## config.mk

```make
export PLATFORM = sky130hd
export DESIGN_NAME = tt_um_micro_tdc
export DESIGN_NICKNAME = d
export VERILOG_FILES = /design/src/rtl/tt_um_micro_tdc.sv
export SDC_FILE = /design/constraint.sdc
export NUM_CORES = 1
export LEC_CHECK = 0
export ABC_AREA = 1
export CORE_ASPECT_RATIO = 1.75
export CORE_MARGIN = 4
export CORE_UTILIZATION = 30
export CTS_CLUSTER_SIZE = 25
export DETAILED_ROUTE_END_ITERATION = 10
export GPL_ROUTABILITY_DRIVEN = 0
export GPL_TIMING_DRIVEN = 0
export PLACE_DENSITY_LB_ADDON = 0.12
export SLEW_MARGIN = 5
export SYNTH_ARGS = -nofsm -noshare
export SYNTH_HDL_FRONTEND = slang
export SYNTH_SLANG_ARGS = --single-unit
```

## constraint.sdc

```tcl
create_clock -name clk -period 3.25 [get_ports clk]
set_clock_uncertainty 0.1 [all_clocks]
set_input_delay 0.325 -clock clk [delete_from_list [all_inputs] [get_ports clk]]
set_output_delay 0.325 -clock clk [all_outputs]
set_load 0.02 [all_outputs]
```

## src/rtl/tt_um_micro_tdc.sv

```systemverilog
// Micro time-to-digital converter: start/stop interval counter with status readout.
// Optional 4-shot averaging is enabled by defining MICRO_TDC_AVG_EN.
module tt_um_micro_tdc (
  input  logic       clk,
  input  logic       rst_n,
  input  logic [7:0] ui_in,
  output logic [7:0] uo_out
);

  typedef enum logic [1:0] {
    IDLE  = 2'd0,
    ARMED = 2'd1,
    RUN   = 2'd2,
    DONE  = 2'd3
  } state_t;

  state_t      state, state_d;
  logic [3:0]  raw, sync1, sync2, prev, pulse;
  logic        start_p, stop_p, arm_p, abort_p;
  logic [15:0] cnt, cnt_d, cnt_inc;
  logic [15:0] res, res_d, meas_val;
  logic        valid, valid_d;
  logic        ovf, ovf_d;
  logic        meas_end;
  logic [3:0]  meas, meas_d;
  logic [1:0]  unused_bits;

`ifdef MICRO_TDC_AVG_EN
  logic [17:0] acc, acc_d, acc_sum;
  logic [1:0]  sub, sub_d;
  assign acc_sum = acc + {2'b00, meas_val};
`endif

  assign unused_bits = ui_in[7:6];
  assign raw = {ui_in[5], ui_in[2], ui_in[1], ui_in[0]};

  always_ff @(posedge clk or negedge rst_n) begin
    if (!rst_n) begin
      sync1 <= '0;
      sync2 <= '0;
      prev  <= '0;
    end else begin
      sync1 <= raw;
      sync2 <= sync1;
      prev  <= sync2;
    end
  end

  // Identical sync+edge depth on every input keeps start/stop latency-matched.
  assign pulse   = sync2 & ~prev;
  assign start_p = pulse[0];
  assign stop_p  = pulse[1];
  assign arm_p   = pulse[2];
  assign abort_p = pulse[3];
  assign cnt_inc = cnt + 16'd1;

  always_comb begin
    state_d  = state;
    cnt_d    = cnt;
    res_d    = res;
    valid_d  = valid;
    ovf_d    = ovf;
    meas_d   = meas;
    meas_end = 1'b0;
    meas_val = '0;
`ifdef MICRO_TDC_AVG_EN
    acc_d    = acc;
    sub_d    = sub;
`endif
    if (abort_p) begin
      state_d = IDLE;
      cnt_d   = '0;
      res_d   = '0;
      valid_d = 1'b0;
      ovf_d   = 1'b0;
      meas_d  = '0;
`ifdef MICRO_TDC_AVG_EN
      acc_d   = '0;
      sub_d   = '0;
`endif
    end else begin
      unique case (state)
        IDLE, DONE: begin
          if (arm_p) begin
            state_d = ARMED;
            valid_d = 1'b0;
            ovf_d   = 1'b0;
`ifdef MICRO_TDC_AVG_EN
            acc_d   = '0;
            sub_d   = '0;
`endif
          end
        end
        ARMED: begin
          if (start_p) begin
            cnt_d = '0;
            if (stop_p) meas_end = 1'b1;
            else        state_d  = RUN;
          end
        end
        RUN: begin
          cnt_d = cnt_inc;
          if (cnt_inc == 16'hFFFF) begin
            state_d = DONE;
            res_d   = 16'hFFFF;
            ovf_d   = 1'b1;
            valid_d = 1'b1;
            meas_d  = meas + 4'd1;
          end else if (stop_p) begin
            meas_end = 1'b1;
            meas_val = cnt_inc;
          end
        end
        default: state_d = IDLE;
      endcase
    end

    if (meas_end) begin
`ifdef MICRO_TDC_AVG_EN
      if (sub == 2'd3) begin
        state_d = DONE;
        res_d   = acc_sum[17:2];
        valid_d = 1'b1;
        meas_d  = meas + 4'd1;
        acc_d   = acc_sum;
        sub_d   = '0;
      end else begin
        state_d = ARMED;
        acc_d   = acc_sum;
        sub_d   = sub + 2'd1;
      end
`else
      state_d = DONE;
      res_d   = meas_val;
      valid_d = 1'b1;
      meas_d  = meas + 4'd1;
`endif
    end
  end

  always_ff @(posedge clk or negedge rst_n) begin
    if (!rst_n) begin
      state <= IDLE;
      cnt   <= '0;
      res   <= '0;
      valid <= 1'b0;
      ovf   <= 1'b0;
      meas  <= '0;
`ifdef MICRO_TDC_AVG_EN
      acc   <= '0;
      sub   <= '0;
`endif
    end else begin
      state <= state_d;
      cnt   <= cnt_d;
      res   <= res_d;
      valid <= valid_d;
      ovf   <= ovf_d;
      meas  <= meas_d;
`ifdef MICRO_TDC_AVG_EN
      acc   <= acc_d;
      sub   <= sub_d;
`endif
    end
  end

  always_comb begin
    uo_out = '0;
    unique case (ui_in[4:3])
      2'b00: uo_out = res[7:0];
      2'b01: uo_out = res[15:8];
      2'b10: uo_out = {2'(state), ovf, valid, meas};
      2'b11: uo_out = cnt[7:0];
      default: uo_out = '0;
    endcase
  end

endmodule

```

Word level (Yosys, flattened, before mapping). Index checks and enable logic that the tools add are counted. W data, S select, Z words.

Register bits: 52. Input port bits: 10. Word-level logic and storage cells: 73.

$add $sub $neg: 2. Equal/unequal tests: 14. Multiplexer cells: 33. Bitwise operators: 2. Reduce and logical (&&, ||, !) cells: 13.

Operators with widths (count): $mux W16 (10); $pmux W16 S2 (1); $pmux W8 S4 (1); $add A16 B1 Y16 const B (1); $eq A16 B16 Y1 const B (1); $mux W4 (4); $ne A4 B4 Y1 const B (4); $mux W2 (6); $reduce_bool A3 Y1 (4); $ne A3 B3 Y1 const B (3); $eq A2 B2 Y1 const B (4); $mux W1 (8); $pmux W2 S3 (1); $reduce_and A3 Y1 (2); $add A4 B1 Y4 const B (1); $and A4 B4 Y4 (1); $eq A2 B1 Y1 const B (2); $logic_not A2 Y1 (2); $not A4 Y4 (1); $pmux W1 S2 (2); $reduce_and A2 Y1 (2); $reduce_and A4 Y1 (1); $reduce_bool A4 Y1 (1); $reduce_or A2 Y1 (1).

Logic depth before layout (Yosys ltp). Gate-level depths: netlist of the first run.

Depth in word-level cells: 8. Depth in mapped cells: 18. Depth with buffers taken out: 18.

Worst setup path after synthesis of the first run. Ideal clock, no wire load.

Path kind: register to register. Start point: reg cnt[1]. End point: reg res[12]. Data arrival time: 1.924 ns. Slack: 1.109 ns. Cell stages (with the launch flop): 16. Path through: dfrtp_1 ha_1 nand2_1 nor2_2 nand2_2 o21ai_1 nand2_1 nor2_1 nand3_2 nand2_2 nand2_2 nand2_4 nand3_2 buf_6 nor2_1 nor2_1.

Longest elaborated chain between the ends: 7. Elaborated cells on any way between the ends: 13. Classes of those cells: 1 x add/sub; 1 x eq/ne; 8 x mux; 3 x reduce/logical.

RTL lines: start: declaration (line 20) `logic [15:0] cnt, cnt_d, cnt_inc;`; start signal: assignment (line 155) `cnt <= cnt_d;`; $add A16 B1 Y16 * (line 55) `assign cnt_inc = cnt + 16'd1;`; $eq A16 B16 Y1 (line 103) `if (cnt_inc == 16'hFFFF) begin`; $mux W1 (line 103); $pmux W1 S2 (line 82) `unique case (state)`; $mux W1 (line 70) `if (abort_p) begin`; $reduce_bool A3 Y1 (no source line); $reduce_and A2 Y1 (no source line); end signal: assignment (line 156) `res <= res_d;`; end: declaration (line 21) `logic [15:0] res, res_d, meas_val;`.

Every way passes the cells marked *; elsewhere a longest branch is shown, timed or not. A chain may end at the register's enable or synchronous reset.

Worst setup path after layout of the first run.
Start point: in ui_in[4]. End point: out uo_out[5].

Longest elaborated chain between the ends: 2. Elaborated cells on any way between the ends: 5. Classes of those cells: 3 x eq/ne; 1 x mux; 1 x reduce/logical.

RTL lines: start: declaration (line 6) `input logic [7:0] ui_in,`; $eq A2 B2 Y1 (tied with other cells) (line 169) `unique case (ui_in[4:3])`; $pmux W8 S4 * (line 169); end: declaration (line 7) `output logic [7:0] uo_out`.

Marks and branches as above.

==> impl_metrics.toml, run 1 <==
[run_status]
status = "finished clean"

[global_routing]
grt_max_degree = 30
grt_usage_pct = 15.15
antenna_found_initial = 0
overflow = 0
grt_pass1_wl_mm = 12.47
grt_pass1_vias = 2391

[sta]
setup_viol_count_final = 0
fin_hold_ws_ns = 0.2491
rsz0062_at_grt = "no"
setup_ws_ns = 0.5178
hold_violations = 0
maxClockFrequency_ghz = 0.3660
maxSlewViolCount = 0
tns_ns = 0
relSlewSlack_pct = 56.30
final_min_period_over_clock_period_pct = 84.07
finalCriticalPeriod_ns = 2.732
tightest_slew_ns = 0.6531

[route]
drc = 0
dr.pass1.iters = 4
num_vias = 2374
drt_iter0_drc = 75
drtAntennaViolNets = 0
via_per_inst = 4.729
finalWirelength_mm = 7.593
post_drt_wl_per_cell_um = 15.13

[clock_tree]
cts_resized = 0
clk_pin_slew_worst_paths_ns = 0.06
post_cts_buffers = 0
cts_tree = "built"
cts_buffers = 5
clockBufferDepth = 2
htreeDepth = 2
clk_latency_ns = 0.30
cts-root-buf = "clkbuf_16"
cts_hold_buf = 1
cts_sinks = 52

[synth]
yosys.area.top_type = "dfrtp_1"
synthMuxAreaShare_pct = 0
ys_ff_latch = 52
synth_xor_area_share_pct = 1.241
synth-edff-count = 0
postSynthAreaPerCell_sq_um = 7.910
synth_ff_type = "dfrtp_1"
synthCells = 357
synth_adder_area_share_pct = 2.658
async_reset_ff_share_pct = 100.0
synth_top_area_share_pct = 46.08
synth_cell_types = 27
yosys-top-cells-count = "nand2_1, nor2_1, dfrtp_1, inv_1, nand3_1"
synth_top_family_by_area = "simple AND/OR/NAND/NOR gates"
synth_seq_area_share_pct = 46.08
yosys_warnings = 0
synth_compound_area_share_pct = 12.49
syn-num-nets = 373
syn_area_sq_um = 2824
yosysMostFrequentCell = "nand2_1"
synth_area_leaders = "dfrtp_1, nand2_1, nor2_1"
yosys.area_share.simple_pct = 29.60

[power]
total_power_mw = 1.971
leakage_nw = 1.430
power_density_nw_per_um2 = 597.9
peakVddDrop_v = 0.0002804

[hold_path]
hold_depth = 0
hp-class = "register to register"

[layout]
stdcell_count = 502
antennaDiodeCount = 0
fin_util_pct = 36.01
layout-drive-gt1-share_pct = 8.377
nNetsFinal = 397
design_area_sq_um = 3296
synthToLayoutAreaGrowth_pct = 16.70

[floorplanning]
die_w_um = 81.34
start_util_pct = 30.86
die_y_um = 136.3
num_rows = 46
pin_count = 18
fp.dieArea_sq_um = 11090
coreArea_sq_um = 9151

[worst_setup_path]
worstPathMaxFanout = 8
reg2reg_slack_ns = 0.54
ff2ff_path_depth = 12
crit_required_ns = 2.82
cp.arrival_ns = 2.31
startpoint_type = "input port"
crit_type = "input port to output pin"
end_kind = "output pin"

[job]
drv_cap = 0

[placed_design]
pre_cts_slack_ns = 0.4958
hpwl_mm = 6.086
place_inst = 493
place.port_buffers = 15
dpl-instance-area_sq_um = 3139
worst paths after layout:
| kind | start | end |
|---|---|---|
| worst max-delay path | ui_in[4] | uo_out[5] |
| worst min register to register | sync1[3]$_DFF_PN0_ | sync2[3]$_DFF_PN0_ |
| worst max register to register | cnt[0]$_DFFE_PN0P_ | res[11]$_DFFE_PN0P_ |
| worst min-delay path | sync1[3]$_DFF_PN0_ | sync2[3]$_DFF_PN0_ |
| max in group asynchronous | rst_n | valid$_DFFE_PN0P_ |
| min in group asynchronous | rst_n | cnt[12]$_DFFE_PN0P_ |
report_power, final:
part / total, mW / internal [mW] / switching, mW / leakage [nW]
clock network: 0.544 / 0.308 / 0.236 / 0.0712
registers: 0.842 / 0.758 / 0.0836 / 0.660
logic: 0.584 / 0.232 / 0.352 / 0.698
placed cells by master (no fill, tap or decap), drive strengths merged:
master / instances
nor3: 1
nand2: 92
clkbuf: 10
ha: 6
o21ai: 10
dlygate4sd3: 1
buf: 7
xor2: 3
a21oi: 3
o22ai: 15
clkdlybuf4s50: 14
xnor2: 1
nand3: 23
clkinv: 1
or2: 1
dfrtp: 52
inv: 45
o21a: 16
o2111ai: 8
nand4: 10
nor2: 63
cell type report:
class                   count  area (sq um)
fillers                   983          5856
flip-flops and latches     52          1301
multi-input cells         252          1299
repair buffers             17         175.2
inverters                  46         172.7
well taps                 120         150.1
clock buffers               8         146.4
plain buffers               7         51.30
flip-flops by register name (all words and copies together), names as in the netlist:
signal	flops
cnt	16
res	16
meas	4
prev	4
sync1	4
sync2	4
state	2
ovf	1
valid	1
per-layer routing:
metal	part of all wire (%)	wire, um	global-route usage (%)	vias to the layer above
met1	39	2971	16.65	1127
li1	-	-	-	1204
met3	2.3	178	2.387	12
met2	56	4256	28.04	31
met4	2.5	187	6.015	0
met5	0	0	0	-
cells by family (layout without fill, tap and decap cells):
| group | after synthesis | in the layout |
|---|---|---|
| XOR/XNOR | 4 | 4 |
| flip-flops | 52 | 52 |
| adder cells (fa/ha/maj) | 6 | 6 |
| AND/OR/NAND/NOR | 190 | 190 |
| buffers and inverters | 53 | 78 |
| AO/OA/AOI/OAI | 52 | 52 |
worst max-delay path: stages:
cell             delay, ns
clkdlybuf4s50_1       0.46
nor2_1                0.54
nand2_1               0.11
o2111ai_1             0.19
clkdlybuf4s50_1       0.67
Power figures use the tool's default switching activity.
==> run 2, diff against run 1 <==
==> constraint.sdc (replaced) <==
create_clock -name clk -period 2.55 [get_ports clk]
set_clock_uncertainty 0.1 [all_clocks]
set_input_delay 0.255 -clock clk [delete_from_list [all_inputs] [get_ports clk]]
set_output_delay 0.255 -clock clk [all_outputs]
set_load 0.02 [all_outputs]
==> run 2 against run 1 <==
Compared with the run above:
- global-route usage grew 0.082 points
- register-to-register slack got worse by 0.39 ns
- count of clock-buffer cells in the layout unchanged
- routed wire length is 1.4% higher
- first-iteration DRC count increased by 8.0%
- final cell count increased by 0.80%
- sequential share of layout area shrank 1.1 points
- non-clock buffer count increased by 4
- cell area up 3.2%
- combinational power rose by 32%
- clock power increased by 29%
- highest routed layer unchanged
==> impl_metrics.toml, run 2 (synthesized netlist as in run 1, its figures left out) <==
[global_routing]
grt_pass1_wl_mm = 12.54
grt_max_degree = 30
overflow = 0
grt_usage_pct = 15.23
grt_pass1_vias = 2420
antenna_found_initial = 0

[route]
num_vias = 2393
wl_met2_mm = 4.330
via_per_inst = 4.729
wl_met1_mm = 2.983
drt_iter0_drc = 81
drc = 0
dr.pass1.iters = 4
finalWirelength_mm = 7.701
post_drt_wl_per_cell_um = 15.22
dr_wl_met3_um = 194
drtAntennaViolNets = 0
topRoutingLayerUsed = "met4"

[sta]
maxSlewViolCount = 0
setup_ws_ns = 0.05047
final_min_period_over_clock_period_pct = 98.02
setup_viol_count_final = 0
relSlewSlack_pct = 62.35
maxClockFrequency_ghz = 0.4001
hold_violations = 0
tightest_slew_ns = 0.5648
rsz0062_at_grt = "yes"
finalCriticalPeriod_ns = 2.500

[power]
total_power_mw = 2.551
peakVddDrop_v = 0.0003615
leakage_nw = 1.458
power_density_nw_per_um2 = 750.0

[floorplanning]
fp.dieArea_sq_um = 11090
coreArea_sq_um = 9151
die_y_um = 136.3
start_util_pct = 30.86
pin_count = 18
num_rows = 46
die_w_um = 81.34

[layout]
synthToLayoutAreaGrowth_pct = 20.43
top_regs = "cnt x16, res x16"
seqCellArea_sq_um = 1306
layout-drive-gt1-share_pct = 12.95
antennaDiodeCount = 0
layout_common_cells = "nand2_1, nor2_1, dfrtp_1"
multiInputGateArea_sq_um = 1369
fill_cells = 977
nNetsFinal = 401
final_common_cell = "nand2_1"

[worst_setup_path]
crit_required_ns = 2.19
cp.arrival_ns = 2.14
crit_type = "input port to output pin"
startpoint_type = "input port"
worstPathMaxFanout = 8
reg2reg_slack_ns = 0.15
end_kind = "output pin"

[clock_tree]
clockBufferDepth = 2
htreeDepth = 2
clk_latency_ns = 0.30
cts-root-buf = "clkbuf_16"
clk_pin_slew_worst_paths_ns = 0.06
cts_tree = "built"
cts_buffers = 5
cts_sinks = 52

[placed_design]
hpwl_mm = 6.086
pre_cts_slack_ns = -0.1822
place.port_buffers = 15

[job]
drv_cap = 0

[hold_path]
hp-class = "register to register"

[run_status]
status = "finished clean"
==> run 2: cell types whose count changed in the layout (fill, tap and decap cells not counted), sizes merged <==
| cell | delta |
|---|---|
| buf | +4 |
==> run 2: what timing repair did <==
item / CTS / global route
buffers inserted: 4 / 0
pin swaps: 0 / 0
endpoints found under the setup margin: 34 / 24
hold buffers: 1 / 0
gates resized for setup: 7 / 15
endpoints found under the hold margin: 23 / 0
==> run 2: report_power, final <==
part           switching, mW  internal (mW)
logic                  0.461          0.312
registers              0.109          0.968
clock network          0.308          0.393
total                  0.878           1.67
==> run 2: worst paths after layout <==
kind / from / endpoint / depth (start not counted)
setup reg to reg: cnt[0]$_DFFE_PN0P_ / res[11]$_DFFE_PN0P_ / 18
min in group asynchronous: rst_n / cnt[12]$_DFFE_PN0P_ / 2
hold reg to reg: sync1[3]$_DFF_PN0_ / sync2[3]$_DFF_PN0_ / 0
hold / removal: sync1[3]$_DFF_PN0_ / sync2[3]$_DFF_PN0_ / 0
max in group asynchronous: rst_n / cnt[2]$_DFFE_PN0P_ / 3
setup / recovery: ui_in[4] / uo_out[5] / 4
==> run 2: final cells by class <==
cell class,count,share of cell area (%)
multi-input combinational,252,40.25
sequential,52,38.41
timing repair buffer,21,6.034
inverter,46,5.077
tap,120,4.415
clock buffer,8,4.305
buffer,7,1.508
==> run 2: per-layer routing <==
metal	global-route usage, %	vias to the layer above
met4	6.015	0
met5	0	-
met3	2.387	12
met2	28.36	30
met1	16.61	1138
li1	-	1213
==> run 2: stage by stage <==
step	area (sq um)	util, %	instances	hold WS [ns]	setup TNS (ns)
after floorplan	2824	-	357	-0.1406	0
after global placement	3124	34.14	492	0.2329	-35.54
after detailed placement	3139	34.30	493	0.1852	-3.098
after CTS	3348	36.59	506	0.2521	0
after global routing	3401	37.16	506	0.2595	-0.0006168
final	3401	37.16	506	0.2491	0
==> run 2: worst max-delay path: stages <==
cell and delay [ns]:
clkdlybuf4s50_1 0.58, nand2_1 0.25, o2111ai_1 0.37, clkdlybuf4s50_1 0.68
==> RTL change: new RTL, flow settings as in run 2 <==
Build with the macro `MICRO_TDC_AVG_EN` defined.
--- a/src/rtl/tt_um_micro_tdc.sv
+++ b/src/rtl/tt_um_micro_tdc.sv
@@ -1,5 +1,7 @@
 // Micro time-to-digital converter: start/stop interval counter with status readout.
 // Optional 4-shot averaging is enabled by defining MICRO_TDC_AVG_EN.
+`define MICRO_TDC_AVG_EN
+
 module tt_um_micro_tdc (
   input  logic       clk,
   input  logic       rst_n,
Function: changed (a bounded check fails within 10 cycles, from zero or initial values and one cycle with rst_n low).
==> RTL change against run 2 <==
  * The flow now finishes with violations (setup timing)
  * Power up 32%
  * Synthesized area up 63%
  * Sequential power is 16% higher
  * Largest power group is now clock
  * Setup slack lost 1.0 ns
  * Routed wire length rose by 94%
  * Register-to-register slack lost 1.1 ns
  * Highest routed layer unchanged
  * Die area grew 58%
  * Sequential cell count increased by 20
  * Cell area up 90%
==> RTL change: results (changes against run 2) <==
global-route usage over all layers 0.174 (+0.0212); P_leak 2.97 nW (+100%); met2 Resource Use GR 0.332 (+0.0488); cts bufs inserted 9 (+4); Largest regs acc x18, cnt x16, res x16; invs w/o clock 59 (+28%); initial detailed-routing violation count 186 (+130%); count of cell types in the netlist 42 (+56%); Net Count, Synth 638 (+71%); setup violators final 33 (+33); routed vias 4300 (+80%); Peak supply drop 0.379 mV (+5.0%); global-route wire length before repair 22.8 mm (+82%); M1 wire length 5.42 mm (+82%); 1st-pass router iterations 4 (unchanged); fin area 6450 um2 (+90%); Area contributors post-synth dfrtp_1, nand2_1, ha_1; area fraction in compound gates after synthesis 0.144 (+0.0189); largest net degree at the start of global routing 54 (+80%); grt met1 use 0.181 (+0.0148); slew margin rel. 0.441 (-0.183); mean routed wirelength per cell 17.3 um (+13%); Adder-Cell Fraction of Synth Area 0.0668 (+0.0402); internal power 2.22 mW (+33%); register area share after synthesis 0.391 (-0.0700); final setup margin -0.999 ns (-1.05 ns); postcts setup bufs 28 (+24); CTS resizes 81 (+74); violated checks setup timing; clk tree area frac 0.0469 (+0.00386); crit path from cnt[1]; metal2 WL 8.60 mm (+99%); initial antenna violation count 0 (unchanged); DR WL met3 364 um (+88%); HP Class input pin to asynchronous set/reset pin; fillcell total 1479 (+51%); outcome finished, violations left; Multi-input gate area 3210 um2 (+130%); grt met3 use 0.0238 (-0.0000535); H-tree depth 3 (+1); post-synthesis sequential element count 72 (+38%); NumNets Final 709 (+77%); Non-clock buffers 77 (+180%); Sequential cell area 1810 um2 (+38%); combinational share of power 0.242 (-0.061); Multi-In Gates 456 (+81%); Worst Path Max Fanout 7 (-1); crit path DAT 3.72 ns (+1.58 ns); Synth Area in XOR/XNOR 0.0380 (+0.0256); critical path's slowest cell dfrtp_2; Area after DPL 5100 um2 (+62%); NonClk Buf Share 0.105 (+0.0294); clk_lat worst skew 0.34 ns (+0.04 ns)
RTL change: metrics by stage:
stage,cells,TNS (ns),worst slack [ns],power [mW]
final,863,-24.71,-0.999,3.36
after CTS,848,-24.59,-1.00,3.37
after detailed placement,803,-41.19,-1.52,1.97
after global routing,863,-31.37,-1.15,3.55
after floorplan,604,-11.88,-0.643,1.70
after global placement,802,-158.90,-1.64,1.95
RTL change: worst paths after layout:
check,to,slack (ns),depth (start not counted)
setup / recovery,res[14],-1.0,20
hold / removal,cnt[1],0.24,2
setup reg to reg,res[14],-1.0,20
hold reg to reg,sync2[3],0.25,0
max in group asynchronous,cnt[8],1.51,3
min in group clk,sync1[2],0.25,1
RTL change: cell families after synthesis:
kind of cell | count (synthesis)
AND/OR/NAND/NOR | 301
AO/OA/AOI/OAI | 111
buffers and inverters | 76
flip-flops | 72
adder cells (fa/ha/maj) | 24
XOR/XNOR | 20
